### config.mk
export PLATFORM = sky130hd
export DESIGN_NAME = seg7_scan_decoder
export DESIGN_NICKNAME = d
export VERILOG_FILES = /design/src/rtl/seg7_scan_decoder.sv
export SDC_FILE = /design/constraint.sdc
export NUM_CORES = 1
export LEC_CHECK = 0
export CORE_ASPECT_RATIO = 1.5
export CORE_MARGIN = 2
export CORE_UTILIZATION = 50
export CTS_CLUSTER_SIZE = 12
export DETAILED_ROUTE_END_ITERATION = 7
export PLACE_DENSITY = 0.76
export SLEW_MARGIN = 20
export SYNTH_ARGS = -nofsm -noshare
export SYNTH_HDL_FRONTEND = slang
export SYNTH_SLANG_ARGS = --single-unit
### constraint.sdc
create_clock -name clk -period 3.2 [get_ports clk]
set_clock_uncertainty 0.1 [all_clocks]
set_input_delay 0.64 -clock clk [delete_from_list [all_inputs] [get_ports clk]]
set_output_delay 0.64 -clock clk [all_outputs]
set_load 0.02 [all_outputs]
### src/rtl/seg7_scan_decoder.sv
// seg7_scan_decoder
// Recovers the hex digits shown on a multiplexed, active-low 7-segment display
// from sampled segment and anode lines. A sample is committed only after
// STABLE consecutive identical qualified samples, which filters out the
// ghosting seen while the display scan switches digits.
//
// Parameters:
//   STABLE       consecutive identical samples needed to commit (1..15)
// Ports:
//   clk          rising-edge clock
//   rst          synchronous active-high reset
//   sample_en    seg_n/an_n hold a valid sample this cycle
//   seg_n[7:0]   active-low segments, bit7..bit1 = a..g, bit0 = dp
//   an_n[7:0]    active-low one-hot digit select
//   clear        synchronous clear of value, dp, digit_valid, err and frame tracking
//   value[31:0]  decoded nibbles, value[4i+3:4i] = digit i
//   dp[7:0]      decimal point of each digit at its last commit
//   digit_valid  digit i currently holds a decoded hex pattern
//   err          sticky flag for committed illegal segment or anode patterns
//   frame_done   one-cycle pulse once all eight digits have been committed
module seg7_scan_decoder #(
    parameter int STABLE = 3
) (
    input  logic        clk,
    input  logic        rst,
    input  logic        sample_en,
    input  logic [7:0]  seg_n,
    input  logic [7:0]  an_n,
    input  logic        clear,
    output logic [31:0] value,
    output logic [7:0]  dp,
    output logic [7:0]  digit_valid,
    output logic        err,
    output logic        frame_done
);

    localparam logic [1:0] IDLE   = 2'd0;
    localparam logic [1:0] TRACK  = 2'd1;
    localparam logic [1:0] LOCKED = 2'd2;

    localparam logic [3:0] STABLE_CNT = 4'(STABLE);

    logic [1:0]  state;
    logic [15:0] cand;
    logic [3:0]  cnt;
    logic [7:0]  mask;

    logic [15:0] smp;
    logic        match;
    logic [3:0]  cnt_inc;
    logic        commit;

    logic [7:0]  an_inv;
    logic        an_onehot;
    logic [2:0]  an_idx;
    logic [7:0]  an_bit;

    logic        seg_legal;
    logic        seg_blank;
    logic [3:0]  seg_nib;

    assign smp     = {an_n, seg_n};
    assign match   = (smp == cand);
    assign cnt_inc = (cnt == 4'hF) ? cnt : cnt + 4'd1;

    // Decide whether this edge commits the current sample. With STABLE=1 any
    // fresh candidate commits immediately; otherwise only the match that
    // brings the count up to STABLE does, and LOCKED never re-commits.
    always_comb begin
        commit = 1'b0;
        if (sample_en) begin
            case (state)
                IDLE:    commit = (STABLE_CNT == 4'd1);
                TRACK:   commit = match ? (cnt_inc == STABLE_CNT) : (STABLE_CNT == 4'd1);
                LOCKED:  commit = !match && (STABLE_CNT == 4'd1);
                default: commit = 1'b0;
            endcase
        end
    end

    // Anode check: exactly one low bit selects a digit. The index search
    // only matters when the one-hot test passes.
    assign an_inv    = ~an_n;
    assign an_onehot = (an_inv != 8'h00) && ((an_inv & (an_inv - 8'd1)) == 8'h00);
    assign an_bit    = an_inv;

    always_comb begin
        an_idx = 3'd0;
        for (int i = 0; i < 8; i++) begin
            if (!an_n[i]) an_idx = 3'(i);
        end
    end

    // Segment decode of a..g (active-low) to a hex nibble. All-dark is a
    // blank digit; anything outside the sixteen glyphs is illegal.
    always_comb begin
        seg_legal = 1'b1;
        seg_nib   = 4'h0;
        case (seg_n[7:1])
            7'b0000001: seg_nib = 4'h0;
            7'b1001111: seg_nib = 4'h1;
            7'b0010010: seg_nib = 4'h2;
            7'b0000110: seg_nib = 4'h3;
            7'b1001100: seg_nib = 4'h4;
            7'b0100100: seg_nib = 4'h5;
            7'b0100000: seg_nib = 4'h6;
            7'b0001111: seg_nib = 4'h7;
            7'b0000000: seg_nib = 4'h8;
            7'b0000100: seg_nib = 4'h9;
            7'b0001000: seg_nib = 4'hA;
            7'b1100000: seg_nib = 4'hB;
            7'b0110001: seg_nib = 4'hC;
            7'b1000010: seg_nib = 4'hD;
            7'b0110000: seg_nib = 4'hE;
            7'b0111000: seg_nib = 4'hF;
            default:    seg_legal = 1'b0;
        endcase
    end

    assign seg_blank = (seg_n[7:1] == 7'b1111111);

    // Candidate tracking, commit and frame bookkeeping. Reset beats clear,
    // and clear beats a same-cycle commit. When a commit completes the mask,
    // the mask is dropped to zero on that edge and frame_done pulses for the
    // following cycle.
    always_ff @(posedge clk) begin
        if (rst) begin
            state       <= IDLE;
            cnt         <= 4'd0;
            cand        <= 16'hFFFF;
            value       <= 32'h0;
            dp          <= 8'h00;
            digit_valid <= 8'h00;
            mask        <= 8'h00;
            err         <= 1'b0;
            frame_done  <= 1'b0;
        end else if (clear) begin
            state       <= IDLE;
            cnt         <= 4'd0;
            cand        <= 16'hFFFF;
            value       <= 32'h0;
            dp          <= 8'h00;
            digit_valid <= 8'h00;
            mask        <= 8'h00;
            err         <= 1'b0;
            frame_done  <= 1'b0;
        end else begin
            frame_done <= 1'b0;

            if (sample_en) begin
                if (state == IDLE || !match) begin
                    cand  <= smp;
                    cnt   <= 4'd1;
                    state <= (STABLE_CNT == 4'd1) ? LOCKED : TRACK;
                end else begin
                    cnt <= cnt_inc;
                    if (commit) state <= LOCKED;
                end
            end

            if (commit) begin
                if (!an_onehot) begin
                    err <= 1'b1;
                end else begin
                    value[{an_idx, 2'b00} +: 4] <= seg_legal ? seg_nib : 4'h0;
                    digit_valid[an_idx]         <= seg_legal;
                    dp[an_idx]                  <= ~seg_n[0];
                    if (!seg_legal && !seg_blank) err <= 1'b1;
                    if ((mask | an_bit) == 8'hFF) begin
                        mask       <= 8'h00;
                        frame_done <= 1'b1;
                    end else begin
                        mask <= mask | an_bit;
                    end
                end
            end
        end
    end

endmodule

==> results of run 1 <==
[worst max path at each step]
| stage | endpoint | cells past startpoint | from | slack, ns |
|---|---|---|---|---|
| final | value[12] | 9 | an_n[6] | 0.20 |
| after global routing | dp[3] | 8 | an_n[6] | 0.07 |
| after CTS | value[16] | 8 | an_n[6] | 0.22 |
| after detailed placement | value[16] | 8 | an_n[6] | -0.13 |
| after global placement | dp[3] | 8 | an_n[6] | -0.08 |
| after floorplan | value[30] | 9 | an_n[6] | 0.28 |
[report_power, final]
group	internal, uW	total [uW]	leakage, uW	switching (uW)
sequential	1000	1010	0.000647	6.00
clock	764	1150	0.000164	387
combinational	100	227	0.00131	127
total	1870	2390	0.00212	519
[metal layers]
metal	wire length [um]	vias up	GRT usage
met3	385	26	0.0407
li1	-	1838	-
met1	4220	1748	0.285
met4	333	0	0.131
met5	0	-	0
met2	5730	100	0.476
[worst register-to-register path, cell delays in order, from the launching register on]
cell,delay (ns)
dfxtp_1,0.44
ha_1,0.27
and2_1,0.19
o2111a_1,0.35
nand2_1,0.19
or4_1,0.55
a21boi_0,0.22
[metrics by stage]
step | instance area (sq um) | hold slack (ns) | utilization | std cells | setup TNS, ns
2_1_floorplan | 3950 | 0.341 | - | 461 | 0
3_3_place_gp | 5040 | 0.342 | 0.658 | 649 | -0.597
3_5_place_dp | 5040 | 0.347 | 0.658 | 649 | -2.47
4_1_cts | 5380 | 0.356 | 0.702 | 665 | 0
5_1_grt | 5380 | 0.376 | 0.702 | 665 | 0
6_report | 5380 | 0.353 | 0.702 | 665 | 0
[cells in the mapped netlist, drive strengths merged (4+ instances only)]
cell type and number:
nand3b 6, nand2b 4, o21ai 14, nand3 6, nor3 28, a31oi 11
a32oi 4, or3 6, or3b 4, nor2b 4, inv 11, buf 8
nor2 28, ha 4, mux2i 41, clkbuf 29, or4 9, xnor2 17
nand4 6, o21a 7, a21oi 26, dfxtp 80, nand2 62
[cell families after synthesis]
kind of cell / after synthesis / share of synthesized area
AOI/OAI and AO/OA: 87 / 0.143
xor gates and xnor gates: 19 / 0.0421
adders and majority gates: 5 / 0.0152
buffers and inverters: 48 / 0.0494
DFF: 80 / 0.406
muxes: 41 / 0.104
and+or+nand+nor: 181 / 0.240
[cell type report]
class / instances / area share
Clock buffer: 11 / 0.0433
Clock inverter: 5 / 0.0193
Inverter: 11 / 0.00768
Multi-Input combinational cell: 333 / 0.402
Sequential cell: 80 / 0.298
Tap cell: 102 / 0.0237
Timing Repair Buffer: 123 / 0.206
[registers in the layout, indices dropped and copies added, names as in the netlist]
| signal | cells |
|---|---|
| digit_valid | 8 |
| cand | 16 |
| mask | 8 |
| dp | 8 |
| value | 32 |
| frame_done | 1 |
| err | 1 |
| cnt | 4 |
| state | 2 |
==> impl_summary.md, run 1 <==
STA
The count of final hold-check violations came to 0. The number of max-slew violations in the final report is 0. In the post-route analysis, the smallest setup slack over all paths is 0.200 ns. The transition time at the pin with the least slew margin is 0.516 ns. Setup violations remaining at the end of the flow were counted as 0. The relative max-transition margin is 0.651. Setup repair after global routing left no endpoint under its margin. The clock period could shrink to 3.00 ns.

The post-route clock period utilization is 0.938. Timing would allow up to 0.333 GHz.

Final layout
The most common cell after layout, fill and taps aside is dfxtp_1. The antenna diode count is 0. The multi-input combinational cells in the finished layout cover a total of 2160 sq um.

The sequential cell area is 1600 sq um. In the layout the commonest cells are dfxtp_1, clkdlybuf4s50_1, nand2_1. The number of nets in the final layout is 582. The synthesis-to-layout area growth is 36.2%. Fill cells in the final layout number 618.

The proportion of layout cells with a drive suffix above 1 is 0.140.

Detailed routing
The detailed router finished its first iteration with 232 violations. The detail route stage leaves a number of antenna-violating nets equal to 0. Summed over all layers, the routed wires come to 10700 um.

The average wire per cell in the routed design is 16.0 um. Using the TritonRoute via totals, the vias-per-cell ratio works out to 5.58. The routed layout has 3712 vias. The DRC violation count after routing is 0. The first detailed-routing pass ran for 5 iterations.

Die
The floorplan has 39 rows. The total area inside the core boundary comes to 7660 sq um. The vertical die dimension is 113 um. The die is 76.6 um wide. The die covers 8640 sq um. In this run the count of I/O pins placed on the die edge is 70. The initial standard-cell utilization of the core is 0.515.

Worst hold path
The path with the worst hold slack has its endpoint at value[3]. The startpoint identified for the worst hold timing path is value[3]. The kind of path behind the tightest hold check is flop to flop. The worst hold path passes through 2 cells.

Global route
The global router's overall resource usage is 0.258. The total overflow left after global routing is 0. The maximum number of pins on one net before global-route repair is 37. The number of antenna violations at the first check in global routing is 0. The number of global-route vias before repair is 3681. The global-route wire length before repair is 17700 um.

Clocking
The TritonCTS clock tree is yes. The clock buffer count from CTS is 9. The source-to-sink clock delay at the later pin of the worst-skew pair is 0.33 ns. The number of buffers added to fix hold violations after cts is 0. CTS placed an instance of clkbuf_16 at the clock tree root. The clock tree buffer depth is 2. The TritonCTS sink count is 80. After clock tree synthesis, the clock-pin slew on the worst setup and hold paths is 0.06 ns. The number of gates resized after cts is 0. After clock tree synthesis, the setup repair step added 0 buffers.

The clock tree synthesis step divided the H-tree into 3 levels.

Setup path
In this design, the critical path's most frequently occurring cell is ha_1. The number of buffers and inverters on the critical path is 2. The data required time at the worst endpoint is 3.31 ns.

The startpoint identified for the worst register-to-register timing path is cnt[0]. The worst setup path is launched from a primary input. The biggest cell delay along the critical path is 0.64 ns.

The type of element capturing the critical path is a flop. The worst reg-to-reg path cell count is 6. The slowest stage of the critical path is the clkdlybuf4s50_1 cell. The endpoint identified for the worst register-to-register timing path is mask[1]. The highest fanout seen on the critical path is 7. Walking the worst path, the cells encountered are clkdlybuf4s50_1 > inv_1 > o21ai_0 > a31oi_1 > ha_1 > ha_1 > nor2b_1 > or3b_1 > mux2i_1. Across all register-to-register paths, the minimum setup slack is 0.81 ns. The critical setup path kind is primary input to flop. The dominant delay contributor by cell family on the critical path is buffers and inverters.

Data arrives at the worst endpoint at 3.11 ns.

Synthesis
The distinct cell type count of the synthesized netlist is 57. dfxtp_1 takes more of the synthesized area than any other cell. The synthesized area per cell is 8.57 sq um. Yosys attributes the largest share of cell area to dfxtp_1, mux2i_1, nand2_1. The number of cells produced by synthesis is 461. The most used flip-flop cell after synthesis is dfxtp_1. Counting flops and latches in the post-synthesis netlist gives 80.

The share of the Yosys chip area taken by registers is 0.406. The share of flip-flops with an asynchronous set or reset after synthesis is 0. When the netlist entered floorplanning its net count stood at 485. The number of enable-type register cells in the synthesized netlist is 0. The top cell type's share of synthesized area is 0.406. The warning count from the yosys run is 0. After synthesis the cells add up to 3950 sq um.

Power and ir drop
Dividing total power by cell area gives a power density of 444 nW/um^2. The total design power is 2390 uW. The worst supply voltage drop on vdd is 0.361 mV. The analysis attributes to cell leakage a power of 0.00212 uW.

Placement
Once detailed placement completed, the half-perimeter wirelength came to 8000 um. The routability congestion estimate is 0.882. The number of buffer cells added on primary ports is 69.

The post-place setup slack is -0.128 ns.

Status
The run finished with clean final reports.

Run
The reported max-cap violation count is 0.
No activity file was read; power rests on OpenSTA's default activity.
==> run 2: changes to the inputs <==
CORE_UTILIZATION = 40   (was 50)
PLACE_DENSITY = not set   (was 0.76)
clock period = 3.6 ns   (was 3.2 ns; I/O delays follow)
==> impl_summary.md, run 2 (synthesized netlist as in run 1, its figures left out) <==
Status
The flow ran to the end, and the final reports show no timing, DRC or antenna violations.

Die
The boundary pin count came to 70 (unchanged). The vertical die dimension is 126 um (+11%). The core area is 9630 sq um (+26%). The die extent in x is 85.1 um (+11%). The number of placement rows is 44 (+13%). The initial standard-cell utilization of the core is 0.410 (-0.106). The die outline area is 10700 sq um (+24%).

Setup path
The worst reg-to-reg path cell count came to 8 (+2). The arrival time of the worst setup path is 3.36 ns (+0.25 ns). The startpoint type of the worst setup path is a primary input. The highest fanout seen on the critical path is 12 (+5). STA classifies the critical path endpoint as a flop. The setup path with the least slack is of type primary input to flop.

The data required time at the worst endpoint was 3.78 ns (+0.47 ns).

Final layout
The final cell count without fillers came to 655 (-1.5%). The number of nets in the final layout was 560 (-3.8%). The cell area after layout is 5240 sq um (-2.6%). The library cell used most frequently in the layout, excluding fill and tap cells, is dfxtp_1.

In the layout the commonest cells are dfxtp_1, clkdlybuf4s50_1, nand2_1. The synthesis-to-layout area growth is 32.7%. The antenna diode count is 0 (unchanged).

In the final layout, the registers with the most flip-flops are value: 32 flops, cand: 16 flops. The number of flip-flops under the largest register name is 32 (unchanged). Ranked by flip-flop count, first place goes to value.

The proportion of layout cells with a drive suffix above 1 is 0.107 (-0.0329).

Clocking
The root cell of the clock tree is clkbuf_16. The clock tree buffer depth is 2 (unchanged). The number of buffers added to fix hold violations after cts is 0 (unchanged). The clock buffer count from CTS is 9 (unchanged). The clock slew at the register clock pins of the worst setup and hold paths is 0.06 ns (about the same). The number of gates resized after cts came to 0 (unchanged). The source-to-sink clock delay at the later pin of the worst-skew pair came to 0.35 ns (+0.02 ns).

The count of buffers added by post-CTS timing repair for setup is 0 (unchanged). The H-tree depth reported by CTS is 3 (unchanged). The TritonCTS clock tree is yes. The TritonCTS sink count was 80 (unchanged).

Global route
The number of antenna violations at the first check in global routing came to 0 (unchanged). The global-route wire length before repair was 17000 um (-4.4%). The number of global-route vias before repair is 3444 (-6.4%).

The global router's overall resource usage is 0.200 (-0.0586). The total global routing overflow was 0 (unchanged). The maximum number of pins on one net before global-route repair was 35 (-5.4%).

Placement
The post-detailed-placement cell area is 4880 sq um (-3.2%). The routability congestion estimate came to 0.885 (+0.37%). The total placed cells including tap cells is 640 (-1.4%). The post-place setup slack is 0.0926 ns (+0.221 ns). The number of buffer cells added on primary ports is 69 (unchanged). The estimated wirelength of the detail-placed design was 7910 um (-1.1%).

STA
The relative max-transition margin came to 0.626 (-0.0251). The post-route clock period utilization is 0.885. The transition time at the pin with the least slew margin is 0.553 ns (+0.0367 ns). The final count of negative-setup-slack endpoints was 0 (unchanged).

The count of final hold-check violations is 0 (unchanged). The highest clock frequency the design can meet is 0.314 GHz. Setup repair after global routing left no endpoint under its margin. The worst path setup slack after routing was 0.415 ns (+0.215 ns). The final hold slack is 0.357 ns (+0.00397 ns). The setup TNS after final layout came to 0 ns (unchanged).

The time the worst path needs with I/O delays and setup is 3.19 ns. The number of max-slew violations in the final report is 0 (unchanged).

Power and ir drop
The share of total power in combinational logic is 0.084 (-0.011). The power density over the cells came to 418 nW/um^2 (-5.8%). The power share of the sequential group is 0.410 (-0.013). The switching power is 480 uW (-7.6%). The cell-internal power is 1710 uW (-8.5%). The static leakage is 0.00201 uW (-4.9%). The switching part of the total came to 0.219 (+0.00157). The relative contribution of the clock network to total power was 0.506 (+0.024). The worst supply voltage drop on vdd came to 0.311 mV (-14%).

Detailed routing
The DRC violation count after routing is 0 (unchanged). The violation count after the first detailed-route iteration was 174 (-25%). The average wire per cell in the routed design came to 16.2 um (+0.73%). The total wirelength of the detailed-routed design was 10600 um (-0.79%). The post-detailed-route via-to-cell ratio is 5.47 (-1.9%).

The number of vias after detailed routing is 3585 (-3.4%). The count of antenna-violating nets left after detailed routing is 0 (unchanged). The number of iterations in the first detailed-routing pass was 4 (-1).

Worst hold path
The kind of path behind the tightest hold check is flop to flop. The cell depth of the worst min-delay path is 2 (unchanged).

Run
The reported max-cap violation count was 0 (unchanged).
run 2: area by class of cell:
cell class              count  area, sq um
clock buffers               9          225
clock inverters             6          133
fillers                   900         4400
inverters                  11         41.3
multi-input cells         333         2160
flip-flops and latches     80         1600
well taps                 115          144
repair buffers            101          931
run 2: worst paths after layout:
path,start,endpoint,slack [ns]
worst max register to register,cnt[0],dp[2],1.16
worst max-delay path,an_n[6],dp[3],0.41
worst min register to register,digit_valid[4],digit_valid[4],0.36
worst min-delay path,digit_valid[4],digit_valid[4],0.36
run 2: power groups by stage:
stage	Sequential [uW]	Combinational [uW]	Clock, uW
4_1_cts	898	184	1130
3_5_place_dp	917	183	0
6_report	898	183	1110
3_3_place_gp	917	181	0
5_1_grt	898	200	1150
2_1_floorplan	916	113	0
run 2: metrics by stage:
step                power, uW  utilization
global route             2250        0.544
detailed placement       1100        0.507
global placement         1100        0.507
CTS                      2210        0.544
floorplan                1030            -
finish                   2190        0.544
run 2: critical path, stage by stage:
cell,delay [ns]
clkdlybuf4s50_1,0.67
nand2_1,0.14
or4_1,0.55
a31o_1,0.24
nand3b_4,0.21
buf_4,0.21
or4_1,0.46
a21oi_1,0.15
run 2: metal layers:
| metal | part of all wire | track usage | wire length, um |
|---|---|---|---|
| met5 | 0 | 0 | 0 |
| met1 | 0.40 | 0.226 | 4240 |
| met3 | 0.040 | 0.0301 | 419 |
| met2 | 0.53 | 0.357 | 5640 |
| met4 | 0.027 | 0.0999 | 282 |
